$ cat config.mk
export PLATFORM = sky130hd
export DESIGN_NAME = pipe_skid_stage
export DESIGN_NICKNAME = d
export VERILOG_FILES = /design/src/rtl/pipe_pkg.sv /design/src/rtl/sat_counter.sv /design/src/rtl/pipe_skid_stage.sv
export SDC_FILE = /design/constraint.sdc
export NUM_CORES = 1
export LEC_CHECK = 0
export BUFFER_PORTS_ARGS = -buffer_cell sky130_fd_sc_hd__buf_2
export CELL_PAD_IN_SITES_DETAIL_PLACEMENT = 0
export CELL_PAD_IN_SITES_GLOBAL_PLACEMENT = 2
export CORE_MARGIN = 2
export CORE_UTILIZATION = 37
export CTS_BUF_LIST = sky130_fd_sc_hd__clkbuf_8
export DETAILED_ROUTE_END_ITERATION = 12
export PLACE_DENSITY = 0.81
export SLEW_MARGIN = 20
export SYNTH_ARGS = -nofsm -noshare
export SYNTH_HDL_FRONTEND = slang
export SYNTH_SLANG_ARGS = --single-unit
$ cat constraint.sdc
create_clock -name clk -period 6.1 [get_ports clk]
set_clock_uncertainty 0.1 [all_clocks]
set_input_delay 0.61 -clock clk [delete_from_list [all_inputs] [get_ports clk]]
set_output_delay 0.61 -clock clk [all_outputs]
set_load 0.01 [all_outputs]
$ cat src/rtl/pipe_pkg.sv
// Shared definitions for the elastic pipeline-stage registers of the CPU.
package pipe_pkg;

    // Occupancy of a skid stage: EMPTY (nothing held), ONE (main), TWO (main + skid).
    typedef enum logic [1:0] {
        EMPTY = 2'b00,
        ONE   = 2'b01,
        TWO   = 2'b10
    } state_t;

    // Payload widths of the inter-stage registers; callers pack/unpack the fields.
    localparam int IF_ID_W  = 64;
    localparam int ID_EX_W  = 128;
    localparam int EX_MEM_W = 112;
    localparam int MEM_WB_W = 80;

endpackage

$ cat src/rtl/sat_counter.sv
// Saturating up-counter with synchronous clear; used by performance monitors.
module sat_counter #(
    parameter int W = 16
) (
    input  logic         clk,
    input  logic         reset,
    input  logic         inc,
    input  logic         clr,
    output logic [W-1:0] count
);

    logic [W-1:0] r_count;

    // Clear wins over increment; the count sticks at all-ones once reached.
    always_ff @(posedge clk or posedge reset) begin
        if (reset) begin
            r_count <= '0;
        end else if (clr) begin
            r_count <= '0;
        end else if (inc && (r_count != {W{1'b1}})) begin
            r_count <= r_count + 1'b1;
        end
    end

    assign count = r_count;

endmodule

$ cat src/rtl/pipe_skid_stage.sv
// Generic elastic pipeline-stage register with a 2-entry skid buffer, flush and
// a saturating stall counter.
//
// Handshake: a word moves across a port on every clock edge where valid and
// ready are both high; the sender holds valid and data stable until that edge,
// and ready never depends combinationally on the other side's valid/ready.
module pipe_skid_stage
    import pipe_pkg::*;
#(
    parameter int               WIDTH        = 64,
    parameter logic [WIDTH-1:0] BUBBLE_VALUE = '0,
    parameter int               CNT_W        = 16
) (
    input  logic             clk,
    input  logic             reset,
    input  logic             flush,
    input  logic             in_valid,
    output logic             in_ready,
    input  logic [WIDTH-1:0] in_data,
    output logic             out_valid,
    input  logic             out_ready,
    output logic [WIDTH-1:0] out_data,
    input  logic             clr_stats,
    output logic [CNT_W-1:0] stall_count,
    output state_t           o_dbg_state
);

    state_t           r_state;
    state_t           w_state_nxt;
    logic [WIDTH-1:0] r_main;
    logic [WIDTH-1:0] w_main_nxt;
    logic [WIDTH-1:0] r_skid;
    logic [WIDTH-1:0] w_skid_nxt;
    logic             w_main_vld;
    logic             w_skid_vld;
    logic             w_push;
    logic             w_pop;
    logic             w_stall;

    // The per-entry valid bits are implied by the occupancy state, so both
    // ready and valid come straight from registers.
    assign w_main_vld = (r_state != EMPTY);
    assign w_skid_vld = (r_state == TWO);
    assign in_ready   = ~w_skid_vld;
    assign out_valid  = w_main_vld;
    assign out_data   = r_main;
    assign o_dbg_state = r_state;

    assign w_push  = in_valid & in_ready;
    assign w_pop   = out_valid & out_ready;
    assign w_stall = out_valid & ~out_ready;

    // Next occupancy and payload; flush overrides any push or pop this cycle.
    always_comb begin
        w_state_nxt = r_state;
        w_main_nxt  = r_main;
        w_skid_nxt  = r_skid;
        if (flush) begin
            w_state_nxt = EMPTY;
            w_main_nxt  = BUBBLE_VALUE;
        end else begin
            unique case (r_state)
                EMPTY: begin
                    if (w_push) begin
                        w_state_nxt = ONE;
                        w_main_nxt  = in_data;
                    end
                end
                ONE: begin
                    if (w_push && w_pop) begin
                        w_main_nxt = in_data;
                    end else if (w_push) begin
                        // Head is blocked: park the in-flight word behind it.
                        w_state_nxt = TWO;
                        w_skid_nxt  = in_data;
                    end else if (w_pop) begin
                        w_state_nxt = EMPTY;
                        w_main_nxt  = BUBBLE_VALUE;
                    end
                end
                TWO: begin
                    // in_ready is low here, so only the older skid word moves up.
                    if (w_pop) begin
                        w_state_nxt = ONE;
                        w_main_nxt  = r_skid;
                    end
                end
                default: begin
                    w_state_nxt = EMPTY;
                    w_main_nxt  = BUBBLE_VALUE;
                end
            endcase
        end
    end

    // State and payload registers; reset drops both entries immediately.
    always_ff @(posedge clk or posedge reset) begin
        if (reset) begin
            r_state <= EMPTY;
            r_main  <= BUBBLE_VALUE;
            r_skid  <= BUBBLE_VALUE;
        end else begin
            r_state <= w_state_nxt;
            r_main  <= w_main_nxt;
            r_skid  <= w_skid_nxt;
        end
    end

    sat_counter #(
        .W(CNT_W)
    ) u_stall_cnt (
        .clk  (clk),
        .reset(reset),
        .inc  (w_stall),
        .clr  (clr_stats),
        .count(stall_count)
    );

endmodule

==> flow_summary_export.csv, run 1 <==
group,metric,value,unit
synthesis,synth_area_leader_cell,"dfrtp_1",
floorplanning,ioPinCount,154,
drt,via_per_inst,5.44,
synthesis,synthDistinctLibCells,47,
clocking,ctsResizeCount,0,
sta,whs,0.193,ns
sta,slew_viol_final,0,
critical_path,worst_setup_path_start_kind,"register",
synthesis,synthMuxAreaShare,0.119,
worst_hold_path,hp-class,"input port to async pin",
drt,met1Wirelength,6850,um
drt,top_layer,"met4",
drt,wl,15600,um
synthesis,yosysMostFrequentCell,"dfrtp_1",
critical_path,cp-end-kind,"output pin",
synthesis,synth-simple-area-share,0.0608,
synthesis,synth_commonest_cells,"dfrtp_1 (146), o2bb2ai_1 (65), a22oi_1 (64), mux2_2 (64), buf_2 (27)",
sta,fin_ws,3.26,ns
run,cap_violations,0,
drt,drt_iter0_markers,262,
clocking,clock_latency,0.45,ns
placed_design,portBuffers,153,
critical_path,worst_ep_required_time,5.39,ns
layout,seqCellArea,3650,sq um
clocking,clockBufferDepth,2,
clocking,numCtsBuffers,17,
synthesis,syn_avg_cell_area,13.2,sq um
grt,grt_pass1_wl,25400,um
synthesis,syn_inst,479,
grt,track_usage,0.180,
sta,rsz0062_at_grt,"no",
grt,overflow,0,
placed_design,dpl_worst_slack,3.48,ns
clocking,cts_tree,"built",
power,peakVddDrop,0.135,mV
synthesis,yosysSeqAreaShare,0.580,
synthesis,syn_area,6300,sq um
layout,nets,688,
floorplanning,fp-row-count,47,
synthesis,synth-compound-area-share,0.199,
synthesis,syn_nets,550,
grt,grt_pass1_vias,4839,
floorplanning,die_area,18100,sq um
critical_path,arrival,2.13,ns
layout,final_core_util,0.458,
synthesis,synth-edff-count,0,
floorplanning,core,16600,sq um
floorplanning,dieHeight,135,um
power,p_per_area,309,nW/um^2
synthesis,ys_warn_count,0,
placed_design,placed_cell_area,7190,sq um
power,power,2.36,mW
clocking,cts.sinks,146,
sta,tightest_slew,1.01,ns
sta,finalCriticalPeriod,2.84,ns
sta,relSlewSlack,0.327,
drt,route.vias.total,4618,
drt,first_pass_iters,4,
critical_path,critPathMaxFanout,66,
sta,fmax,352,MHz
layout,final_cell_area,7620,sq um
clocking,htree_levels,4,
clocking,post-cts-setup-buffer-count,0,
drt,drtAntennaViolNets,0,
layout,final_layout_size_suffix_gt1_frac,0.431,
synthesis,ys_seq_elements,146,
synthesis,synth_ff_type,"dfrtp_1",
floorplanning,start_util,0.379,
sta,setup_viol_count_final,0,
drt,wire_per_inst,18.4,um
drt,wl_met2,7360,um
clocking,path_clk_slew,0.08,ns
drt,drc_errors,0,
sta,hold_viol,0,
synthesis,synthXorXnorAreaFrac,0,
placed_design,dp_hpwl,9520,um
clocking,ctsHoldBuffers,0,
layout,diodes,0,
sta,tns,0,ns
layout,num-fill-cells,1577,
synthesis,synth_area_leaders,"dfrtp_1 (58%), mux2_2 (11%), o2bb2ai_1 (9.0%)",
grt,grt_start_max_net_pins,82,
synthesis,synthArstFlopShare,1.00,
sta,fin_crit_sh,0.466,
critical_path,path_class,"register to output pin",
grt,antenna_found_initial,1,
layout,areaGrowthSynthToFinish,21.0,%
layout,stdcell_count,849,
layout,multi_input_area,2440,sq um
placed_design,place_congestion,0.750,
synthesis,synth_fa_ha_area_frac,0.00199,
outcome,outcome,"completed",
drt,wl_met3,1090,um
power,p_leak,3.55,nW
floorplanning,dieWidth,135,um
synthesis,synth_top_family_by_area,"compound AO/OA/AOI/OAI gates",
clocking,cts_root_buffer,"clkbuf_8",
synthesis,yosysTopAreaCellShare,0.580,
placed_design,dp.cells,818,
kinds of logic (layout without fill, tap and decap cells):
kind of cell / Yosys count / after routing
AOI/OAI and AO/OA: 162 / 162
DFF: 146 / 146
muxes: 67 / 67
and+or+nand+nor: 59 / 59
buffers and inverters: 44 / 194
adders and majority gates: 1 / 1
layer usage:
metal  global-route usage  up-vias
li1                     -     2133
met3               0.0672       26
met2                0.284      135
met4               0.0591        0
met5                    0        -
met1                0.229     2324
registers in the layout, summed over array words and instances, names as in the netlist:
register	flops
r_skid	64
o_dbg_state	2
u_stall_cnt.count	16
out_data	64
cells in the final DEF (no fill, tap or decap), drive strengths merged, types with 3 or more instances in the layout:
master / netlist / final
and4: 4 / 4
or4: 5 / 5
inv: 5 / 7
mux2: 64 / 64
or3: 6 / 6
buf: 33 / 158
clkinvlp: 0 / 3
o21ai: 6 / 6
nor3: 3 / 3
a21oi: 15 / 15
nor2: 10 / 10
clkinv: 0 / 4
dfrtp: 146 / 146
a22oi: 64 / 64
clkbuf: 5 / 18
nand3: 5 / 5
mux2i: 3 / 3
o2bb2ai: 65 / 65
nand2b: 4 / 4
nand2: 8 / 8
nand4: 5 / 5
bufinv: 0 / 4
o31ai: 5 / 5
worst paths after layout:
| path | slack (ns) | end | depth (start not counted) | startpoint |
|---|---|---|---|---|
| worst min-delay path | 0.19 | u_stall_cnt.count[6] | 2 | reset |
| worst max-delay path | 3.26 | in_ready | 4 | o_dbg_state[1] |
| worst max register to register | 3.54 | r_skid[39] | 3 | o_dbg_state[0] |
| min in group clk | 0.29 | o_dbg_state[0] | 2 | flush |
| max in group asynchronous | 4.35 | out_data[2] | 3 | reset |
| worst min register to register | 0.39 | out_data[55] | 1 | out_data[55] |
cell type report:
| cell class | instances | share of cell area |
|---|---|---|
| sequential | 146 | 0.479 |
| tap | 220 | 0.0361 |
| timing repair buffer | 158 | 0.105 |
| inverter | 5 | 0.00312 |
| clock buffer | 18 | 0.0325 |
| clock inverter | 13 | 0.0241 |
| multi-input combinational | 289 | 0.320 |
power by group:
group	leakage (nW)	switching [mW]	total (mW)	internal [mW]
logic	1.44	0.165	0.335	0.170
registers	1.90	0.0815	1.20	1.12
clock network	0.211	0.368	0.823	0.455
total	3.55	0.614	2.36	1.74
critical path: stages (launching register included):
cell	delay [ns]
dfrtp_1	0.56
nor2b_4	0.21
buf_4	0.64
inv_1	0.08
buf_2	0.17
No activity file was read; power rests on OpenSTA's default activity.
==> inputs of run 2 (changes only) <==
--- a/config.mk
+++ b/config.mk
@@ -9,10 +9,10 @@
 export CELL_PAD_IN_SITES_DETAIL_PLACEMENT = 0
 export CELL_PAD_IN_SITES_GLOBAL_PLACEMENT = 2
 export CORE_MARGIN = 2
-export CORE_UTILIZATION = 37
+export CORE_UTILIZATION = 33
 export CTS_BUF_LIST = sky130_fd_sc_hd__clkbuf_8
 export DETAILED_ROUTE_END_ITERATION = 12
-export PLACE_DENSITY = 0.81
+export PLACE_DENSITY = 0.76
 export SLEW_MARGIN = 20
 export SYNTH_ARGS = -nofsm -noshare
 export SYNTH_HDL_FRONTEND = slang
==> constraint.sdc (replaced) <==
create_clock -name clk -period 2.38 [get_ports clk]
set_clock_uncertainty 0.1 [all_clocks]
set_input_delay 0.238 -clock clk [delete_from_list [all_inputs] [get_ports clk]]
set_output_delay 0.238 -clock clk [all_outputs]
set_load 0.01 [all_outputs]
==> flow_summary_export.csv, run 2 (synthesis results as in run 1) <==
group,metric,value,unit
outcome,outcome,"completed",
power,p_leak,3.91,nW
layout,areaGrowthSynthToFinish,34.3,%
critical_path,critPathTopFamily,"buffers and inverters",
grt,grt_pass1_wl,26800,um
critical_path,slowest_stage,"dfrtp_1",
worst_hold_path,min_from,"clr_stats",
clocking,numCtsBuffers,17,
drt,route.vias.total,4897,
floorplanning,dieHeight,142,um
critical_path,critPathBufInv,3,
floorplanning,start_util,0.337,
placed_design,place_congestion,0.748,
sta,tns,0,ns
worst_hold_path,min_to,"u_stall_cnt.count[10]",
clocking,cts.sinks,146,
floorplanning,fp-row-count,50,
sta,rsz0062_at_grt,"no",
sta,fin_crit_sh,0.899,
placed_design,dpl_worst_slack,0.353,ns
grt,antenna_found_initial,0,
clocking,htree_levels,4,
drt,via_per_inst,5.20,
grt,track_usage,0.167,
sta,finalCriticalPeriod,2.14,ns
grt,grt_start_max_net_pins,73,
critical_path,cp-end-kind,"output pin",
floorplanning,dieWidth,142,um
drt,first_pass_iters,4,
critical_path,critPathMaxFanout,34,
clocking,clock_latency,0.43,ns
sta,fin_ws,0.242,ns
critical_path,rr_worst_depth,4,
critical_path,cp_cell_sequence,"nor2b_4, buf_4, inv_1, buf_2",
grt,met1_usage,0.218,
critical_path,worst_ep_required_time,2.04,ns
clocking,post-cts-setup-buffer-count,0,
sta,hold_viol,0,
placed_design,portBuffers,153,
layout,diodes,0,
drt,drtAntennaViolNets,0,
power,peakVddDrop,0.335,mV
clocking,ctsHoldBuffers,66,
sta,fmax,468,MHz
critical_path,regToRegSetupSlack,0.36,ns
run,cap_violations,0,
sta,relSlewSlack,0.719,
drt,drc_errors,0,
grt,grt.met3_usage,0.0427,
critical_path,arrival,1.80,ns
worst_hold_path,hp-class,"input port to register",
critical_path,reg2reg_to,"r_skid[0]",
critical_path,rr_startpoint,"o_dbg_state[1]",
layout,mostFrequentLayoutCells,"buf_2 (153), dfrtp_1 (146), dlygate4sd3_1 (66), o2bb2ai_1 (65)",
layout,final_core_util,0.452,
layout,final_cell_area,8460,sq um
critical_path,worst_setup_path_start_kind,"register",
clocking,clockBufferDepth,2,
drt,wl,16200,um
grt,met2_usage,0.276,
clocking,cts_root_buffer,"clkbuf_8",
floorplanning,core,18700,sq um
drt,drt_iter0_markers,212,
clocking,cts_tree,"built",
layout,nets,765,
floorplanning,ioPinCount,154,
sta,tightest_slew,0.421,ns
power,p_per_area,734,nW/um^2
drt,wire_per_inst,17.2,um
grt,busiest_layer,"met2",
sta,slew_viol_final,0,
critical_path,path_class,"register to output pin",
worst_hold_path,min_delay_path_depth,2,
floorplanning,die_area,20200,sq um
clocking,ctsResizeCount,0,
critical_path,cp_slowest_stage_delay,0.54,ns
placed_design,placed_cell_area,7350,sq um
grt,overflow,0,
layout,final_layout_size_suffix_gt1_frac,0.397,
layout,final_common_cell,"buf_2",
clocking,path_clk_slew,0.08,ns
sta,setup_viol_count_final,0,
grt,grt_pass1_vias,5143,
placed_design,dp_hpwl,10300,um
## run 2: cell types whose count changed in the layout (fill, tap and decap cells not counted), sizes merged
cell / delta
buf: +11
dlygate4sd3: +66
clkinv: -1
clkbuf: +1
inv: +1
## run 2: worst reg2reg max path: cells and delay by family, from the launching register on
family                 cells  cell delay, ns
buffers and inverters      1            0.33
DFF                        1            0.50
muxes                      1            0.28
and+or+nand+nor            2            0.70
## run 2: how the worst max path moves through the flow
stage	end	slack, ns	from	depth (start not counted)
2_1_floorplan	o_dbg_state[0]	0.21	reset	1
3_5_place_dp	r_skid[7]	0.35	o_dbg_state[1]	4
3_3_place_gp	r_skid[5]	0.44	o_dbg_state[1]	4
5_1_grt	in_ready	0.09	o_dbg_state[1]	4
6_report	in_ready	0.24	o_dbg_state[1]	4
4_1_cts	in_ready	0.20	o_dbg_state[1]	4
## run 2: final cells by class
cell class | count | area [sq um]
fill | 1699 | 10200
sequential | 146 | 3650
multi-input combinational | 289 | 2440
timing repair buffer | 235 | 1610
tap | 234 | 293
clock buffer | 19 | 262
clock inverter | 13 | 183
inverter | 5 | 22.5
## run 2: report_power, final
group          total [mW]  internal [mW]  switching [mW]
clock network        2.16           1.20           0.962
registers            3.07           2.87           0.204
logic               0.976          0.527           0.449
## run 2: layer usage
| layer | share of wire | routed length, um | vias up |
|---|---|---|---|
| li1 | - | - | 2279 |
| met1 | 0.45 | 7270 | 2478 |
| met2 | 0.49 | 8000 | 125 |
| met3 | 0.048 | 774 | 15 |
| met4 | 0.0083 | 135 | 0 |
| met5 | 0 | 0 | - |
## run 2: through the flow
| stage | hold WS, ns | power, mW | cells |
|---|---|---|---|
| after floorplan | 0.204 | 3.67 | 479 |
| after detailed placement | 0.121 | 4.02 | 843 |
| after CTS | 0.0731 | 6.31 | 941 |
| final | 0.109 | 6.21 | 941 |
| after global routing | 0.0871 | 6.55 | 941 |
| after global placement | 0.115 | 3.98 | 843 |
